$ cat config.mk
export PLATFORM = sky130hd
export DESIGN_NAME = fifo_wr_arbiter
export DESIGN_NICKNAME = d
export VERILOG_FILES = /design/src/rtl/fifo_wr_arbiter.sv
export SDC_FILE = /design/constraint.sdc
export NUM_CORES = 1
export LEC_CHECK = 0
export BUFFER_PORTS_ARGS = -buffer_cell sky130_fd_sc_hd__buf_2
export CORE_MARGIN = 3
export CORE_UTILIZATION = 35
export DETAILED_ROUTE_END_ITERATION = 10
export GPL_ROUTABILITY_DRIVEN = 0
export PLACE_DENSITY = 0.84
export SLEW_MARGIN = 20
export SYNTH_ARGS = -nofsm -noshare
export SYNTH_HDL_FRONTEND = slang
export SYNTH_SLANG_ARGS = --single-unit
$ cat constraint.sdc
create_clock -name clk -period 1.84 [get_ports clk]
set_input_delay 0.184 -clock clk [delete_from_list [all_inputs] [get_ports clk]]
set_output_delay 0.184 -clock clk [all_outputs]
set_load 0.01 [all_outputs]
$ cat src/rtl/fifo_wr_arbiter.sv
// fifo_wr_arbiter
// Round-robin arbiter that shares the single write port of a fifo among NREQ
// valid/ready producers. An owner keeps the port for up to BURST words, stalls
// while the fifo is full, and hands over to the next waiting requester in the
// same cycle it releases, so consecutive grants leave no idle cycle.
//
// Handshake: a producer raises req_valid[i] with req_data[i] and holds both
// stable until req_ready[i] is seen high at a clock edge; that edge is the
// transfer. valid never waits on ready, and ready is asserted only for the
// current owner while the fifo is not full.
//
// Ports:
//   clk, reset     clock; synchronous active-high reset
//   req_valid      per-requester valid
//   req_data       per-requester word, requester i at [i*WIDTH +: WIDTH]
//   req_ready      per-requester accept strobe
//   fifo_full      fifo q_full
//   fifo_wr_data   fifo wr_port
//   fifo_wr_req    fifo wr_req
//   busy           high while a requester owns the port (FSM state view)
//   grant_id       current owner, 0 when not busy
//
// Optional build macro FIFO_WR_ARBITER_STATS_EN adds:
//   stat_words     per-requester 16-bit saturating accepted-word counts
//   stat_stall     16-bit saturating count of owner-valid-but-fifo-full cycles
module fifo_wr_arbiter #(
    parameter int WIDTH = 16,
    parameter int NREQ  = 4,
    parameter int BURST = 4
) (
    input  logic                    clk,
    input  logic                    reset,
    input  logic [NREQ-1:0]         req_valid,
    input  logic [NREQ*WIDTH-1:0]   req_data,
    output logic [NREQ-1:0]         req_ready,
    input  logic                    fifo_full,
    output logic [WIDTH-1:0]        fifo_wr_data,
    output logic                    fifo_wr_req,
    output logic                    busy,
    output logic [$clog2(NREQ)-1:0] grant_id
`ifdef FIFO_WR_ARBITER_STATS_EN
    ,
    output logic [NREQ*16-1:0]      stat_words,
    output logic [15:0]             stat_stall
`endif
);
    localparam int IW = $clog2(NREQ);

    typedef enum logic {IDLE, OWN} state_t;

    state_t        state, state_next;
    logic [IW-1:0] owner, owner_next;
    logic [IW-1:0] last, last_next;
    logic [7:0]    cnt, cnt_next;

    logic             owner_valid;
    logic [WIDTH-1:0] owner_data;
    logic             xfer;
    logic             rel;
    logic [IW:0]      pick;

    // First valid requester searching base+1, base+2, ... modulo NREQ.
    // Result is {found, index}; base itself is visited last.
    function automatic logic [IW:0] rr_pick(input logic [NREQ-1:0] v,
                                            input logic [IW-1:0]   base);
        logic          found;
        logic [IW-1:0] idx;
        int            tgt;
        found = 1'b0;
        idx   = '0;
        for (int k = 1; k <= NREQ; k++) begin
            tgt = (int'(base) + k) % NREQ;
            for (int i = 0; i < NREQ; i++) begin
                if (!found && i == tgt && v[i]) begin
                    found = 1'b1;
                    idx   = IW'(i);
                end
            end
        end
        return {found, idx};
    endfunction

    // Owner's valid bit and data word.
    always_comb begin
        owner_valid = 1'b0;
        owner_data  = '0;
        for (int i = 0; i < NREQ; i++) begin
            if (owner == IW'(i)) begin
                owner_valid = req_valid[i];
                owner_data  = req_data[i*WIDTH +: WIDTH];
            end
        end
    end

    assign xfer = (state == OWN) && owner_valid && !fifo_full;
    // Release after the last word of a burst, or as soon as the owner has
    // nothing to offer (even while the fifo is full).
    assign rel  = (state == OWN) &&
                  ((xfer && cnt == 8'(BURST - 1)) || !owner_valid);

    assign fifo_wr_req  = xfer;
    assign fifo_wr_data = (state == OWN) ? owner_data : '0;
    assign busy         = (state == OWN);
    assign grant_id     = (state == OWN) ? owner : '0;

    always_comb begin
        req_ready = '0;
        for (int i = 0; i < NREQ; i++) begin
            req_ready[i] = xfer && (owner == IW'(i));
        end
    end

    always_comb begin
        state_next = state;
        owner_next = owner;
        last_next  = last;
        cnt_next   = cnt;
        pick       = '0;
        case (state)
            IDLE: begin
                if (|req_valid) begin
                    pick       = rr_pick(req_valid, last);
                    state_next = OWN;
                    owner_next = pick[IW-1:0];
                    cnt_next   = '0;
                end
            end
            OWN: begin
                if (xfer) begin
                    cnt_next = cnt + 8'd1;
                end
                if (rel) begin
                    // The old owner becomes lowest priority; re-arbitrate now
                    // so a waiting requester gets the very next cycle.
                    last_next = owner;
                    pick      = rr_pick(req_valid, owner);
                    cnt_next  = '0;
                    if (pick[IW]) begin
                        owner_next = pick[IW-1:0];
                    end else begin
                        state_next = IDLE;
                    end
                end
            end
            default: state_next = IDLE;
        endcase
    end

    always_ff @(posedge clk) begin
        if (reset) begin
            state <= IDLE;
            owner <= '0;
            last  <= IW'(NREQ - 1);
            cnt   <= '0;
        end else begin
            state <= state_next;
            owner <= owner_next;
            last  <= last_next;
            cnt   <= cnt_next;
        end
    end

`ifdef FIFO_WR_ARBITER_STATS_EN
    logic [15:0] words_r [NREQ];
    logic [15:0] stall_r;

    always_ff @(posedge clk) begin
        if (reset) begin
            for (int i = 0; i < NREQ; i++) begin
                words_r[i] <= '0;
            end
            stall_r <= '0;
        end else begin
            for (int i = 0; i < NREQ; i++) begin
                if (req_ready[i] && words_r[i] != 16'hFFFF) begin
                    words_r[i] <= words_r[i] + 16'd1;
                end
            end
            if ((state == OWN) && owner_valid && fifo_full && stall_r != 16'hFFFF) begin
                stall_r <= stall_r + 16'd1;
            end
        end
    end

    always_comb begin
        stat_words = '0;
        for (int i = 0; i < NREQ; i++) begin
            stat_words[i*16 +: 16] = words_r[i];
        end
    end

    assign stat_stall = stall_r;
`endif

endmodule

==> results.json <==
{
  "min_delay_worst_endpoint": "owner[0]$_SDFFE_PP0P_",
  "synth_nets": 220,
  "io_buffers": 94,
  "num_io_pins": 95,
  "antenna_found_initial": 0,
  "post-route-period-util_pct": 102,
  "grt_pass1_vias": 1435,
  "wl_um": 4240,
  "yosys.area.top_type_share_pct": 28.2,
  "finalHoldViolCount": 0,
  "clk_pin_slew_worst_paths_ns": 0.05,
  "met3WireLength_um": 425,
  "critPathRequiredTime_ns": 1.66,
  "yosysWarningCount": 0,
  "hold_path.class": "primary input to flip-flop",
  "fillerInstances": 340,
  "finClkSkew_ns": 0.00166,
  "timing.setup.critical_path_class": "flip-flop to output pin",
  "slew_headroom_pct": 77.7,
  "rows": 22,
  "ys_types": 36,
  "viasPerCell": 5.31,
  "cp_data_arrival_time_ns": 1.69,
  "top_layer": "met4",
  "final_core_util_pct": 55.9,
  "grt_pass1_wl_um": 6160,
  "routed-wl-met2_um": 2250,
  "cap_violations": 0,
  "dr.pass1.iters": 4,
  "cts-hold-fix-buffers": 0,
  "dpl_cell_area_sq_um": 1970,
  "end_kind": "output pin",
  "cts_root_buf": "clkbuf_8",
  "rr_endpoint": "cnt[7]$_SDFFE_PP0P_",
  "ys.flop_type": "dfxtp_1",
  "antenna_left": 0,
  "synth_edf_count": 0,
  "fin_crit_ns": 1.87,
  "p_leak_nw": 0.952,
  "clock-sinks": 13,
  "die_h_um": 68.3,
  "avgSynthCellArea_sq_um": 9.17,
  "synthTopCellsByArea": "mux4_2, dfxtp_1, and2_1, o21ai_0, a21oi_1",
  "hp-start": "reset",
  "worst_r2r_path_depth": 4,
  "synth-seq-area-share_pct": 19.2,
  "setup_slack_ns": -0.0320,
  "drive_gt1_share_pct": 57.0,
  "setup_viol": 14,
  "cts.path.max_buffers": 2,
  "synth.largest_area_cell": "mux4_2",
  "cts.htree.levels": 1,
  "numCtsBuffers": 3,
  "fp.coreArea_sq_um": 3690,
  "syn_area_sq_um": 1360,
  "tightest_slew_ns": 0.334,
  "insertion_delay_ns": 0.24,
  "diodes": 0,
  "regArea_sq_um": 264,
  "status": "finished, violations left",
  "wl_per_cell_um": 14.2,
  "dr_total_vias": 1588,
  "syn_inst": 148,
  "dieWidth_um": 68.3,
  "grt_use_total_pct": 17.6,
  "min_path_cells": 2,
  "initial_core_util_pct": 36.8,
  "crit_path_max_fanout": 4,
  "nets": 324,
  "grt_max_degree": 26,
  "overflow": 0,
  "drt-met1-wl_um": 1510,
  "hpwl_um": 3370,
  "timing.reg2reg.setup_slack_ns": 0,
  "place_ws_ns": -0.0277,
  "synthArstFlopShare_pct": 0,
  "multi_input_area_sq_um": 1050,
  "die-area_sq_um": 4660,
  "grt_setup_unrepaired": "yes",
  "violations": "negative setup slack",
  "drcViolationCount": 0,
  "syn_to_final_growth_pct": 51.9,
  "r2r_start": "owner[0]$_SDFFE_PP0P_",
  "startpoint_type": "flip-flop",
  "drv_slew": 0,
  "tritoncts": "done",
  "ir_drop_uv": 372,
  "power_density_nw_per_um2": 536,
  "max_freq_ghz": 0.534,
  "synth_seq_cells": 13,
  "finalInstanceArea_sq_um": 2060,
  "drtIter0Drc": 22
}
## cell families (layout without fill, tap and decap cells)
group / count (synthesis) / in the layout / synth area share [%]
buf+inv: 20 / 123 / 6.45
simple gates: 52 / 52 / 22.2
compound gates: 43 / 43 / 21.7
xor+xnor: 1 / 1 / 0.645
mux: 18 / 18 / 28.9
flops: 13 / 13 / 19.2
fa+ha+maj: 1 / 1 / 0.922
## per-stage QoR
step | total power [W] | setup TNS [ns] | hold WS, ns | std cells
4_1_cts | 0.00112 | -0.542 | 0.205 | 299
6_report | 0.00111 | -0.155 | 0.224 | 299
2_1_floorplan | 0.000662 | -0.0310 | 0.285 | 148
5_1_grt | 0.00119 | -2.13 | 0.225 | 299
3_3_place_gp | 0.000835 | 0 | 0.465 | 294
3_5_place_dp | 0.000844 | -0.122 | 0.464 | 294
## cells in the final DEF, fill, tap and decap left out, types with 2 or more instances in the layout
cell       count
clkbuf_8       3
a21oi_2        2
and3_1         3
o21ai_0        8
and2_1        18
buf_6          2
o21ai_1        2
nand2_1        4
dfxtp_2        3
nor2_1         7
o31ai_1        3
or4_1          3
buf_4         16
nand2b_1       2
o311ai_0       2
mux4_2        17
nand3_1        5
inv_1          7
dfxtp_1       10
a211o_1        2
a2bb2oi_1      3
buf_2         94
a21oi_1        7
nor3b_1        2
o211ai_1       4
o21a_1         2
or3_1          5
## flip-flops by register name, summed over array words and instances, names as in the netlist
signal and cells:
owner 2, last 2, cnt 8, busy 1
## final cells by class
class	instances	area share [%]
inverters	7	1.27
well taps	48	2.91
repair buffers	112	29.7
clock buffers	4	2.18
flip-flops and latches	13	12.8
multi-input cells	115	51.1
## layer usage
| layer | global-route usage [%] | vias up |
|---|---|---|
| met1 | 17.4 | 724 |
| li1 | - | 781 |
| met3 | 4.76 | 11 |
| met4 | 4.96 | 0 |
| met5 | 0 | - |
| met2 | 34.9 | 72 |
## worst max-delay path by stage
stage                                      from                    end  slack, ns  depth (start not counted)
after floorplan             cnt[1]$_SDFFE_PP0P_  owner[0]$_SDFFE_PP0P_      -0.03                          5
after global placement      cnt[1]$_SDFFE_PP0P_    cnt[1]$_SDFFE_PP0P_       0.02                          5
after detailed placement    cnt[1]$_SDFFE_PP0P_  owner[0]$_SDFFE_PP0P_      -0.03                          5
after CTS                 owner[0]$_SDFFE_PP0P_           req_ready[2]      -0.05                          5
after global routing      owner[0]$_SDFFE_PP0P_        fifo_wr_data[1]      -0.12                          4
final                     owner[0]$_SDFFE_PP0P_           req_ready[2]      -0.03                          5
## repair_timing
action | in CTS | in global routing
setup endpoints to repair | 30 | 31
pin swaps | 5 | 4
setup buffers | 2 | 0
gates resized for setup | 7 | 5
cloned | 0 | 0
## power breakdown
part	internal [W]	switching [W]	total, W
registers	0.000299	0.0000186	0.000317
clock network	0.000153	0.0000957	0.000248
logic	0.000309	0.000232	0.000540
total	0.000760	0.000346	0.00111
## worst max-delay path, stage by stage, from the launching register on
cell	delay, ns
dfxtp_2	0.34
mux4_2	0.53
buf_6	0.14
nor3b_4	0.15
and3_1	0.15
buf_2	0.13
## synth_stat cells (all sizes together) (3+ instances only)
cell type	instances
and2	18
mux4	17
dfxtp	13
o21ai	10
a21oi	9
clkbuf	8
inv	7
nor2	7
buf	5
nand3	5
or3	5
nand2	4
o211ai	4
a2bb2oi	3
and3	3
nor3b	3
o31ai	3
or4	3
Note: power is estimated with default switching activity, not from simulation.
